File: config.mk
export PLATFORM = sky130hd
export DESIGN_NAME = eth_port_rx_flat
export DESIGN_NICKNAME = d
export VERILOG_FILES = /design/src/rtl/eth_sw_pkg.sv /design/src/rtl/eth_port_rx_if.sv /design/src/rtl/eth_rx_buf.sv /design/src/rtl/eth_port_rx.sv /design/src/flat_wrapper.sv
export SDC_FILE = /design/constraint.sdc
export NUM_CORES = 1
export LEC_CHECK = 0
export ABC_AREA = 1
export CORE_MARGIN = 2
export CORE_UTILIZATION = 60
export CTS_CLUSTER_SIZE = 16
export DETAILED_ROUTE_END_ITERATION = 7
export HOLD_SLACK_MARGIN = 0.06
export PLACE_DENSITY = 0.83
export SYNTH_ARGS = -nofsm -noshare
export SYNTH_HDL_FRONTEND = slang
export SYNTH_HIERARCHICAL = 1
export SYNTH_SLANG_ARGS = --single-unit
export TNS_END_PERCENT = 1
File: constraint.sdc
create_clock -name clk -period 6.74 [get_ports clk]
set_input_delay 1.348 -clock clk [delete_from_list [all_inputs] [get_ports clk]]
set_output_delay 1.348 -clock clk [all_outputs]
set_load 0.02 [all_outputs]
File: src/rtl/eth_sw_pkg.sv
// Shared switch types: word width, buffer entry layout, receive FSM states.
// Latency: n/a (types and helpers only).
// Backpressure: n/a.
package eth_sw_pkg;

  localparam int ETH_WORD_W = 32;
  localparam logic [ETH_WORD_W-1:0] ETH_BCAST_ADDR = 32'hFFFF_FFFF;

  typedef logic [ETH_WORD_W-1:0] eth_word_t;

  typedef struct packed {
    logic      sop;
    logic      eop;
    eth_word_t data;
  } eth_buf_entry_t;

  typedef enum logic [1:0] {
    IDLE    = 2'd0,
    RECV    = 2'd1,
    DISCARD = 2'd2
  } rx_state_e;

  // 16-bit counter add that sticks at all-ones instead of wrapping.
  function automatic logic [15:0] sat_add16(input logic [15:0] a, input logic [1:0] inc);
    logic [16:0] s;
    s = {1'b0, a} + 17'(inc);
    return s[16] ? 16'hFFFF : s[15:0];
  endfunction

endpackage

File: src/rtl/eth_port_rx_if.sv
// Port-side bundle: sop/eop framed ingress words plus egress valid/ready stream.
// Latency: n/a (wires only).
// Backpressure: portStall toward the sender, outReady from the fabric.
interface eth_port_rx_if;
  import eth_sw_pkg::*;

  eth_word_t inData;
  logic      sopI;
  logic      eopI;
  logic      portStall;
  eth_word_t outData;
  logic      outSop;
  logic      outEop;
  logic      outValid;
  logic      outReady;

  // Bench / upstream side: drives ingress and fabric ready.
  modport master (
    output inData, sopI, eopI, outReady,
    input  portStall, outData, outSop, outEop, outValid
  );

  // Receiver side.
  modport slave (
    input  inData, sopI, eopI, outReady,
    output portStall, outData, outSop, outEop, outValid
  );
endinterface

File: src/rtl/eth_rx_buf.sv
// Store-and-forward word buffer with speculative write, commit and rollback pointers.
// Latency: a committed word is readable the cycle after its commit strobe.
// Backpressure: none internally; caller gates writes with full and reads with cmt_empty.
module eth_rx_buf
  import eth_sw_pkg::*;
#(
  parameter  int DEPTH = 16,
  localparam int PTR_W = $clog2(DEPTH) + 1
) (
  input  logic             clk,
  input  logic             rstN,
  input  logic             wr_en,
  input  eth_buf_entry_t   wr_entry,
  input  logic             commit,
  input  logic             rollback,
  input  logic             rd_en,
  output eth_buf_entry_t   rd_entry,
  output logic [PTR_W-1:0] used,
  output logic             full,
  output logic             cmt_empty
);

  localparam int AW = PTR_W - 1;

  eth_buf_entry_t   mem [DEPTH];
  logic [PTR_W-1:0] wr_ptr_q, wr_ptr_d;
  logic [PTR_W-1:0] cmt_ptr_q, cmt_ptr_d;
  logic [PTR_W-1:0] rd_ptr_q, rd_ptr_d;
  logic [PTR_W-1:0] wr_base;

  // Rollback rewinds the write pointer first, so a restarted packet lands at the commit point.
  always_comb begin
    wr_base   = rollback ? cmt_ptr_q : wr_ptr_q;
    wr_ptr_d  = wr_base + PTR_W'(wr_en);
    cmt_ptr_d = commit ? wr_ptr_d : cmt_ptr_q;
    rd_ptr_d  = rd_ptr_q + PTR_W'(rd_en);
  end

  // Pointer registers.
  always_ff @(posedge clk or negedge rstN) begin
    if (!rstN) begin
      wr_ptr_q  <= '0;
      cmt_ptr_q <= '0;
      rd_ptr_q  <= '0;
    end else begin
      wr_ptr_q  <= wr_ptr_d;
      cmt_ptr_q <= cmt_ptr_d;
      rd_ptr_q  <= rd_ptr_d;
    end
  end

  // Storage array; contents need no reset since pointers define validity.
  always_ff @(posedge clk) begin
    if (wr_en) mem[wr_base[AW-1:0]] <= wr_entry;
  end

  assign rd_entry  = mem[rd_ptr_q[AW-1:0]];
  assign used      = wr_ptr_q - rd_ptr_q;
  assign full      = (used == PTR_W'(DEPTH));
  assign cmt_empty = (cmt_ptr_q == rd_ptr_q);

endmodule

File: src/rtl/eth_port_rx.sv
// Switch port ingress: buffers framed packets, releases only complete good ones. Optional macro ETH_RX_ADDR_FILTER_EN drops packets whose word 0 is neither PORT_ADDR nor broadcast.
// Latency: first egress word valid 2 cycles after the eop write cycle; then 1 word/cycle.
// Backpressure: egress holds while outReady is low; portStall asks the sender to hold new packets.
module eth_port_rx
  import eth_sw_pkg::*;
#(
  parameter int        DEPTH         = 16,
  parameter int        MAX_PKT_WORDS = 16,
  parameter eth_word_t PORT_ADDR     = 32'h0000_000A
) (
  input  logic               clk,
  input  logic               rstN,
  eth_port_rx_if.slave       port,
  output logic [15:0]        rxPktCnt,
  output logic [15:0]        dropCnt
);

  localparam int PTR_W = $clog2(DEPTH) + 1;
`ifdef ETH_RX_ADDR_FILTER_EN
  localparam bit FILTER_EN = 1'b1;
`else
  localparam bit FILTER_EN = 1'b0;
`endif

  rx_state_e        state_q, state_d;
  logic [PTR_W-1:0] len_q, len_d;
  logic             addr_bad_q, addr_bad_d;
  logic             stall_q, stall_d;
  logic [15:0]      rx_cnt_q, rx_cnt_d;
  logic [15:0]      drop_cnt_q, drop_cnt_d;
  logic             out_vld_q, out_vld_d;
  eth_buf_entry_t   out_q, out_d;

  logic             wr_en, commit, rollback, rd_en, start_pkt, rx_inc;
  logic [1:0]       drop_inc;
  eth_buf_entry_t   wr_entry, rd_entry;
  logic [PTR_W-1:0] used;
  logic             buf_full, cmt_empty;

  eth_rx_buf #(.DEPTH(DEPTH)) u_buf (
    .clk       (clk),
    .rstN      (rstN),
    .wr_en     (wr_en),
    .wr_entry  (wr_entry),
    .commit    (commit),
    .rollback  (rollback),
    .rd_en     (rd_en),
    .rd_entry  (rd_entry),
    .used      (used),
    .full      (buf_full),
    .cmt_empty (cmt_empty)
  );

  // Receive FSM: a sop inside a packet aborts it and restarts on the same word.
  always_comb begin
    state_d    = state_q;
    len_d      = len_q;
    addr_bad_d = addr_bad_q;
    wr_en      = 1'b0;
    commit     = 1'b0;
    rollback   = 1'b0;
    rx_inc     = 1'b0;
    drop_inc   = 2'd0;
    start_pkt  = 1'b0;
    wr_entry   = '{sop: port.sopI, eop: port.eopI, data: port.inData};

    unique case (state_q)
      IDLE: begin
        if (port.sopI) start_pkt = 1'b1;
      end
      DISCARD: begin
        if (port.sopI)      start_pkt = 1'b1;
        else if (port.eopI) state_d   = IDLE;
      end
      RECV: begin
        if (port.sopI) begin
          rollback  = 1'b1;
          drop_inc  = 2'd1;
          start_pkt = 1'b1;
        end else if (buf_full || len_q == PTR_W'(MAX_PKT_WORDS)) begin
          rollback = 1'b1;
          drop_inc = 2'd1;
          // The eop of this packet may be the offending word itself.
          if (port.eopI) state_d = IDLE;
          else           state_d = DISCARD;
        end else begin
          wr_en = 1'b1;
          len_d = len_q + PTR_W'(1);
          if (port.eopI) begin
            state_d = IDLE;
            if (FILTER_EN && addr_bad_q) begin
              wr_en    = 1'b0;
              rollback = 1'b1;
              drop_inc = 2'd1;
            end else begin
              commit = 1'b1;
              rx_inc = 1'b1;
            end
          end
        end
      end
      default: state_d = IDLE;
    endcase

    // New packet start; a runt (sop+eop) already carries its own end, so no discard wait.
    if (start_pkt) begin
      if (stall_q || port.eopI) begin
        drop_inc = drop_inc + 2'd1;
        if (port.eopI) state_d = IDLE;
        else           state_d = DISCARD;
      end else begin
        wr_en      = 1'b1;
        len_d      = PTR_W'(1);
        addr_bad_d = (port.inData != PORT_ADDR) && (port.inData != ETH_BCAST_ADDR);
        state_d    = RECV;
      end
    end
  end

  // Egress register stage, counters and stall threshold.
  always_comb begin
    out_vld_d  = out_vld_q;
    out_d      = out_q;
    rd_en      = !cmt_empty && (!out_vld_q || port.outReady);
    if (rd_en) begin
      out_vld_d = 1'b1;
      out_d     = rd_entry;
    end else if (port.outReady) begin
      out_vld_d = 1'b0;
      out_d     = '0;
    end
    stall_d    = (PTR_W'(DEPTH) - used) < PTR_W'(MAX_PKT_WORDS);
    rx_cnt_d   = sat_add16(rx_cnt_q, {1'b0, rx_inc});
    drop_cnt_d = sat_add16(drop_cnt_q, drop_inc);
  end

  // State registers.
  always_ff @(posedge clk or negedge rstN) begin
    if (!rstN) begin
      state_q    <= IDLE;
      len_q      <= '0;
      addr_bad_q <= 1'b0;
      stall_q    <= 1'b0;
      rx_cnt_q   <= '0;
      drop_cnt_q <= '0;
      out_vld_q  <= 1'b0;
      out_q      <= '0;
    end else begin
      state_q    <= state_d;
      len_q      <= len_d;
      addr_bad_q <= addr_bad_d;
      stall_q    <= stall_d;
      rx_cnt_q   <= rx_cnt_d;
      drop_cnt_q <= drop_cnt_d;
      out_vld_q  <= out_vld_d;
      out_q      <= out_d;
    end
  end

  assign port.portStall = stall_q;
  assign port.outValid  = out_vld_q;
  assign port.outSop    = out_q.sop;
  assign port.outEop    = out_q.eop;
  assign port.outData   = out_q.data;
  assign rxPktCnt       = rx_cnt_q;
  assign dropCnt        = drop_cnt_q;

endmodule

File: src/flat_wrapper.sv
// flat-port wrapper written by rule: the top's interface ports become plain ports
module eth_port_rx_flat import eth_sw_pkg::*;
#(
  parameter int        DEPTH         = 16,
  parameter int        MAX_PKT_WORDS = 16,
  parameter eth_word_t PORT_ADDR     = 32'h0000_000A
)
  (clk, rstN, rxPktCnt, dropCnt, port_inData, port_sopI, port_eopI, port_outReady, port_portStall, port_outData, port_outSop, port_outEop, port_outValid);
  eth_port_rx_if port_i ();
  input  logic clk;
  input  logic rstN;
  output logic [15:0] rxPktCnt;
  output logic [15:0] dropCnt;
  input wire logic [$bits(port_i.inData)-1:0] port_inData;
  input wire logic [$bits(port_i.sopI)-1:0] port_sopI;
  input wire logic [$bits(port_i.eopI)-1:0] port_eopI;
  input wire logic [$bits(port_i.outReady)-1:0] port_outReady;
  output wire logic [$bits(port_i.portStall)-1:0] port_portStall;
  output wire logic [$bits(port_i.outData)-1:0] port_outData;
  output wire logic [$bits(port_i.outSop)-1:0] port_outSop;
  output wire logic [$bits(port_i.outEop)-1:0] port_outEop;
  output wire logic [$bits(port_i.outValid)-1:0] port_outValid;
  assign port_i.inData = port_inData;
  assign port_i.sopI = port_sopI;
  assign port_i.eopI = port_eopI;
  assign port_i.outReady = port_outReady;
  assign port_portStall = port_i.portStall;
  assign port_outData = port_i.outData;
  assign port_outSop = port_i.outSop;
  assign port_outEop = port_i.outEop;
  assign port_outValid = port_i.outValid;
  eth_port_rx #(.DEPTH(DEPTH), .MAX_PKT_WORDS(MAX_PKT_WORDS), .PORT_ADDR(PORT_ADDR)) u_core (.clk(clk), .rstN(rstN), .port(port_i), .rxPktCnt(rxPktCnt), .dropCnt(dropCnt));
endmodule
==> results of run 1 <==
## per-layer routing
layer,vias to the layer above,global-route usage,part of all wire
met1,9550,0.384,0.36
met4,2,0.152,0.051
li1,9065,-,-
met3,249,0.0575,0.11
met5,-,0,0.00018
met2,1244,0.497,0.48
## cell type report
cell class | count | area, sq um | area share
flip-flops and latches | 634 | 18600 | 0.595
repair buffers | 118 | 1160 | 0.0370
clock buffers | 79 | 1570 | 0.0503
clock inverters | 33 | 372 | 0.0119
inverters | 475 | 1790 | 0.0573
diodes | 1 | 2.50 | 0.0000801
multi-input cells | 1552 | 7000 | 0.224
well taps | 600 | 751 | 0.0240
## path summary, 6_finish.rpt
check / slack [ps] / startpoint / end / cells past startpoint
min in group asynchronous: 590 / rstN / u_core/rxPktCnt[12] / 1
worst min register to register: 510 / u_core/port.outData[12] / u_core/port.outData[12] / 2
worst max-delay path: 1610 / u_core/u_buf/rd_ptr_q[3] / u_core/u_buf/mem[3][31] / 19
worst max register to register: 1610 / u_core/u_buf/rd_ptr_q[3] / u_core/u_buf/mem[3][31] / 19
max in group asynchronous: 4750 / rstN / u_core/u_buf/rd_ptr_q[1] / 2
worst min-delay path: 510 / u_core/port.outData[12] / u_core/port.outData[12] / 2
## per-stage QoR
stage	util	power, mW	cells
6_report	0.685	12.6	3492
5_1_grt	0.685	13.2	3491
4_1_cts	0.685	12.5	3491
3_5_place_dp	0.643	9.17	3379
3_3_place_gp	0.643	9.02	3379
2_1_floorplan	-	7.67	2784
## power breakdown
group | leakage [nW] | switching, mW | internal [mW]
sequential | 6.04 | 0.240 | 4.62
clock | 0.941 | 1.45 | 1.91
combinational | 6.61 | 3.13 | 1.27
## placed cells by master, fill, tap and decap left out, types with 4 or more instances in the layout
master,count
nor3_1,5
clkinv_1,11
and2_1,4
nand2_1,912
nand3_2,5
o21ai_0,18
clkbuf_1,18
buf_4,14
ha_1,18
nor2_4,16
bufinv_16,7
inv_1,469
nand3_1,482
inv_2,4
edfxtp_1,544
clkinv_2,10
dfrtp_1,86
nand4_1,8
a21oi_1,6
clkdlybuf4s50_1,103
nor2_1,41
xor2_1,19
clkbuf_16,59
xnor2_1,5
## worst min-delay path, stage by stage (launching register included)
cell	delay, ps
dfrtp_1	350
nand3_1	80
nand2_1	50
## registers in the layout, indices dropped and copies added (netlist names)
name	count
u_core/u_buf/mem	544
u_core/port.outData	32
u_core/dropCnt	16
u_core/rxPktCnt	16
u_core/len_q	5
u_core/u_buf/cmt_ptr_q	5
u_core/u_buf/rd_ptr_q	5
u_core/u_buf/wr_ptr_q	5
u_core/state_q	2
u_core/port.outEop	1
u_core/port.outSop	1
u_core/port.outValid	1
u_core/port.portStall	1
## kinds of logic after synthesis
family / after synthesis / synth area share
flops: 634 / 0.669
simple gates: 1482 / 0.225
fa+ha+maj: 20 / 0.00954
compound gates: 26 / 0.00486
xor+xnor: 24 / 0.00756
buf+inv: 598 / 0.0839
==> results.py, run 1 <==
metrics = {
    "status": {
        "status": "finished, final reports clean",
    },
    "yosys": {
        "ys_seq_elements": 634,
        "yosysMostFrequentCell": "nand2_1",
        "syn_area_sq_um": 27800,
        "yosys_warnings": 6,
        "async_flop_share": 0.142,
        "synth_area_leaders": "edfxtp_1 (59%), nand2_1 (12%), nand3_1 (8.7%)",
        "syn_area_per_cell_sq_um": 9.98,
        "yosysSeqAreaShare": 0.669,
        "post-synth-top-area-fraction": 0.588,
        "synth_cell_types": 30,
        "syn_nets": 2841,
        "yosys-top-cells-count": "nand2_1 (913), edfxtp_1 (544), nand3_1 (482)",
        "syn_inst": 2784,
        "yosys.area.top_type": "edfxtp_1",
        "synth_flop_cell": "edfxtp_1",
        "synth_edf_count": 544,
    },
    "route": {
        "routedWlPerCell_um": 20.4,
        "num_vias": 20110,
        "drt-initial-drc-count": 2770,
        "dr.pass1.iters": 8,
        "wirelength_um": 71400,
        "antenna_left": 0,
        "via_per_inst": 5.76,
        "remaining_drc_errors": 0,
    },
    "timing": {
        "max_freq_ghz": 0.195,
        "fin_tns_setup_ps": 0,
        "grt_setup_unrepaired": "false",
        "setup_viol": 0,
        "relSlewSlack": 0.117,
        "timing.hold.ws_ps": 507,
        "final_hold_viol_count": 0,
        "fin_crit_sh": 0.761,
        "skew_ps": 36.4,
        "worst_pin_slew_ps": 1320,
        "drv_slew": 0,
        "timing.final.ws_setup_ps": 1610,
        "finalCriticalPeriod_ps": 5130,
    },
    "critical_path": {
        "max_stage_delay_ps": 1060,
        "criticalPathCategory": "reg2reg",
        "worst_path_most_repeated_cell": "nand2_1",
        "startpoint_type": "register",
        "worstSetupEndpointType": "register",
        "crit_slowest_cell": "nor2_4",
        "critPathTopFamily": "simple AND/OR/NAND/NOR gates",
        "worst_ep_arrival_time_ps": 5360,
        "required_ps": 6970,
        "cp_cell_sequence": "buf_4 -> inv_2 -> buf_4 -> ha_1 -> a21oi_1 -> nand2_1 -> nand2_1 -> nand3_1 -> nor2_1 -> nor2_1 -> nand2_1 -> nand2_1 -> inv_1 -> inv_1 -> nand2_1 -> nand2_1 -> inv_1 -> nand4_1 -> nor2_4",
        "path_max_fanout": 37,
        "crit_buf_inv": 6,
    },
    "cts": {
        "hold_buffers": 0,
        "clk_pin_slew_worst_paths_ps": 60,
        "clockBufferDepth": 3,
        "cts_setup_buffers": 0,
        "insertion_delay_ps": 650,
        "root_buffer": "clkbuf_16",
        "cts_tree": "yes",
        "cts_inserted_buffers": 59,
        "clkSinkCount": 634,
        "post_cts_resized": 0,
        "htree_levels": 2,
    },
    "floorplanning": {
        "initial_core_util": 0.610,
        "die_w_um": 219,
        "num_io_pins": 105,
        "num_rows": 78,
        "core_sq_um": 45600,
        "die_y_um": 219,
        "die-area_sq_um": 48100,
    },
    "place": {
        "io_buffers": 104,
        "placed_area_sq_um": 29300,
        "dpl.hpwl_um": 41400,
        "gp_congestion": 0.941,
        "dpl_worst_slack_ps": 1610,
    },
    "global_route": {
        "grt_max_degree": 105,
        "track_usage": 0.302,
        "grt_pass1_wl_um": 110000,
        "grt_pass1_vias": 19966,
        "gr-total-overflow": 0,
        "antenna_found_initial": 1,
    },
    "finish": {
        "area_growth_pct": 12.4,
        "fillCellCount": 3150,
        "finalInstanceArea_sq_um": 31200,
        "drive_gt1_frac": 0.0464,
        "fin_nets": 2897,
    },
    "pwr": {
        "ir_drop_mv": 0.441,
        "leakage_nw": 13.6,
        "power_density_nw_per_um2": 404,
    },
    "job": {
        "cap_violations": 0,
    },
    "worst_hold_path": {
        "hold_class": "reg2reg",
    },
}
Note: power is estimated with default switching activity, not from simulation.
==> run 2: changes to the inputs <==
--- a/config.mk
+++ b/config.mk
@@ -7,11 +7,11 @@
 export LEC_CHECK = 0
 export ABC_AREA = 1
 export CORE_MARGIN = 2
-export CORE_UTILIZATION = 60
+export CORE_UTILIZATION = 55
 export CTS_CLUSTER_SIZE = 16
 export DETAILED_ROUTE_END_ITERATION = 7
 export HOLD_SLACK_MARGIN = 0.06
-export PLACE_DENSITY = 0.83
+export PLACE_DENSITY = 0.8
 export SYNTH_ARGS = -nofsm -noshare
 export SYNTH_HDL_FRONTEND = slang
 export SYNTH_HIERARCHICAL = 1
==> constraint.sdc (replaced) <==
create_clock -name clk -period 4.1 [get_ports clk]
set_input_delay 0.82 -clock clk [delete_from_list [all_inputs] [get_ports clk]]
set_output_delay 0.82 -clock clk [all_outputs]
set_load 0.02 [all_outputs]
==> run 2 against run 1 <==
  * Utilization decreased by 4.7 points
  * Clock skew decreased by 4.4 ps
  * Hold slack got worse by 290 ps
  * Global-route usage decreased by 4.2 points
  * Critical endpoint is now u_core/u_buf/mem[3][15]
  * Cell count increased by 3.1%
  * First-iteration DRC count decreased by 12%
  * Register-to-register slack got worse by 1400 ps
  * Die area increased by 8.9%
  * Total power increased by 66%
==> results.py, run 2 (synthesis results as in run 1) <==
metrics = {
    "cts": {
        "insertion_delay_ps": 640,
        "clkSinkCount": 634,
        "clk_pin_slew_worst_paths_ps": 70,
        "cts_inserted_buffers": 60,
        "htree_levels": 2,
        "root_buffer": "clkbuf_16",
        "clockBufferDepth": 3,
        "hold_buffers": 0,
        "cts_tree": "yes",
    },
    "floorplanning": {
        "die_y_um": 229,
        "num_rows": 82,
        "initial_core_util": 0.555,
        "die_w_um": 229,
        "core_sq_um": 50100,
        "die-area_sq_um": 52400,
        "num_io_pins": 105,
    },
    "critical_path": {
        "critPathTopFamily": "simple AND/OR/NAND/NOR gates",
        "reg2reg_to": "u_core/u_buf/mem[3][15]",
        "startpoint_type": "register",
        "cp_cell_sequence": "ha_1 -> inv_1 -> fa_1 -> or2_2 -> nor2_1 -> nand3_1 -> nor2_2 -> nor2_1 -> nand2_1 -> nand2_1 -> inv_2 -> inv_1 -> nand2_1 -> nand2_1 -> inv_1 -> nand4_1 -> buf_4 -> nor2_4 -> buf_12",
        "crit_slowest_cell": "dfrtp_4",
        "max_stage_delay_ps": 490,
        "worst_path_most_repeated_cell": "nand2_1",
        "worst_ep_arrival_time_ps": 4200,
        "worstSetupEndpointType": "register",
        "r2r_slack_ps": 190,
        "r2r_start": "u_core/u_buf/rd_ptr_q[0]",
        "required_ps": 4390,
        "path_max_fanout": 34,
        "rr_worst_depth": 19,
        "criticalPathCategory": "reg2reg",
        "cp-endpoint": "u_core/u_buf/mem[3][15]",
        "crit_start": "u_core/u_buf/rd_ptr_q[0]",
        "crit_buf_inv": 6,
        "worst-path-stages": 19,
    },
    "route": {
        "routedWlPerCell_um": 18.8,
        "wirelength_um": 67700,
        "antenna_left": 0,
        "via_per_inst": 5.53,
        "dr.pass1.iters": 5,
        "drt-initial-drc-count": 2444,
        "num_vias": 19896,
        "remaining_drc_errors": 0,
    },
    "finish": {
        "final_cell_mix": "nand2_1 (910), edfxtp_1 (544), nand3_1 (481)",
        "final_cells": 3600,
        "fin_nets": 2933,
        "layout_commonest_cell": "nand2_1",
        "largest_reg_flops": 544,
        "area_growth_pct": 15.0,
        "drive_gt1_frac": 0.0645,
        "diodes": 0,
    },
    "place": {
        "io_buffers": 104,
        "placed_cells": 3485,
        "dpl.hpwl_um": 38600,
        "gp_congestion": 0.861,
        "dpl_worst_slack_ps": 113,
    },
    "pwr": {
        "pwr-share-clk": 0.278,
        "ir_drop_mv": 0.647,
        "internal_power_mw": 13.2,
        "power_density_nw_per_um2": 654,
        "swShare": 0.368,
        "power_frac_seq": 0.377,
        "leakage_nw": 13.9,
        "power.switching_mw": 7.69,
        "pwr-share-comb": 0.346,
    },
    "timing": {
        "skew_ps": 32.0,
        "max_freq_ghz": 0.256,
        "fin_tns_setup_ps": 0,
        "fin_crit_sh": 0.954,
        "worst_pin_slew_ps": 1170,
        "setup_viol": 0,
        "relSlewSlack": 0.223,
        "timing.final.ws_setup_ps": 187,
        "drv_slew": 0,
        "grt_setup_unrepaired": "true",
        "finalCriticalPeriod_ps": 3910,
        "final_hold_viol_count": 0,
    },
    "status": {
        "status": "finished, final reports clean",
    },
    "global_route": {
        "grt_pass1_vias": 19685,
        "grt_max_degree": 211,
        "antenna_found_initial": 1,
        "gr-total-overflow": 0,
        "grt_pass1_wl_um": 106000,
        "track_usage": 0.259,
    },
    "worst_hold_path": {
        "hold_class": "in2async",
    },
    "job": {
        "cap_violations": 0,
    },
}
[run 2: changes by cell type in the layout (fill, tap and decap cells not counted), moves of 7 or more]
cell      change
clkbuf_8     +11
buf_12       +13
buf_4        +20
clkbuf_1      -7
[run 2: through the flow]
| step | power (mW) | cell area [sq um] | utilization | hold slack (ps) |
|---|---|---|---|---|
| after CTS | 20.8 | 31900 | 0.637 | 190 |
| after detailed placement | 15.0 | 29800 | 0.595 | 487 |
| after global placement | 14.7 | 29800 | 0.595 | 486 |
| after global routing | 21.9 | 32000 | 0.638 | 231 |
| final | 20.9 | 32000 | 0.638 | 214 |
| after floorplan | 12.6 | 27800 | - | 471 |
[run 2: what timing repair did]
action	in CTS	in global routing
hold endpoints to repair	0	0
endpoints found under the setup margin	0	499
buffers inserted	0	1
gates resized for setup	0	13
[run 2: metal layers]
layer,wire (um),vias to the layer above,track usage
li1,-,9143,-
met1,26000,9517,0.341
met2,33200,1096,0.435
met3,6710,138,0.0489
met4,1710,2,0.0899
met5,17,-,0
[run 2: cell type report]
cell class | instances | area, sq um
Multi-Input combinational cell | 1552 | 7040
Inverter | 475 | 1790
Clock buffer | 84 | 1720
Clock inverter | 30 | 379
Fill cell | 3683 | 18100
Timing Repair Buffer | 153 | 1590
Tap cell | 672 | 841
Sequential cell | 634 | 18600
[run 2: worst min path at each step]
stage	slack, ps	cells past startpoint	from	end
floorplan	470	2	u_core/u_buf/cmt_ptr_q[4]	u_core/u_buf/cmt_ptr_q[4]
global placement	490	2	u_core/port.outSop	u_core/port.outSop
detailed placement	490	2	u_core/port.outData[20]	u_core/port.outData[20]
CTS	190	1	rstN	u_core/u_buf/rd_ptr_q[0]
global route	230	1	rstN	u_core/rxPktCnt[5]
finish	210	1	rstN	u_core/rxPktCnt[15]
[run 2: worst reg2reg max path, delay by kind of cell (launching register included)]
kind                       cells  cell delay (ps)
buffers and inverters          6             1010
DFF                            1              490
adders and majority gates      2              630
and+or+nand+nor               11             1400
[run 2: power groups by stage]
stage / Combinational (mW) / Clock, mW / Sequential [mW]
floorplan: 4.46 / 0 / 8.17
global placement: 6.76 / 0 / 7.99
detailed placement: 6.98 / 0 / 8.00
CTS: 7.05 / 5.88 / 7.88
global route: 7.86 / 6.13 / 7.93
finish: 7.22 / 5.80 / 7.88
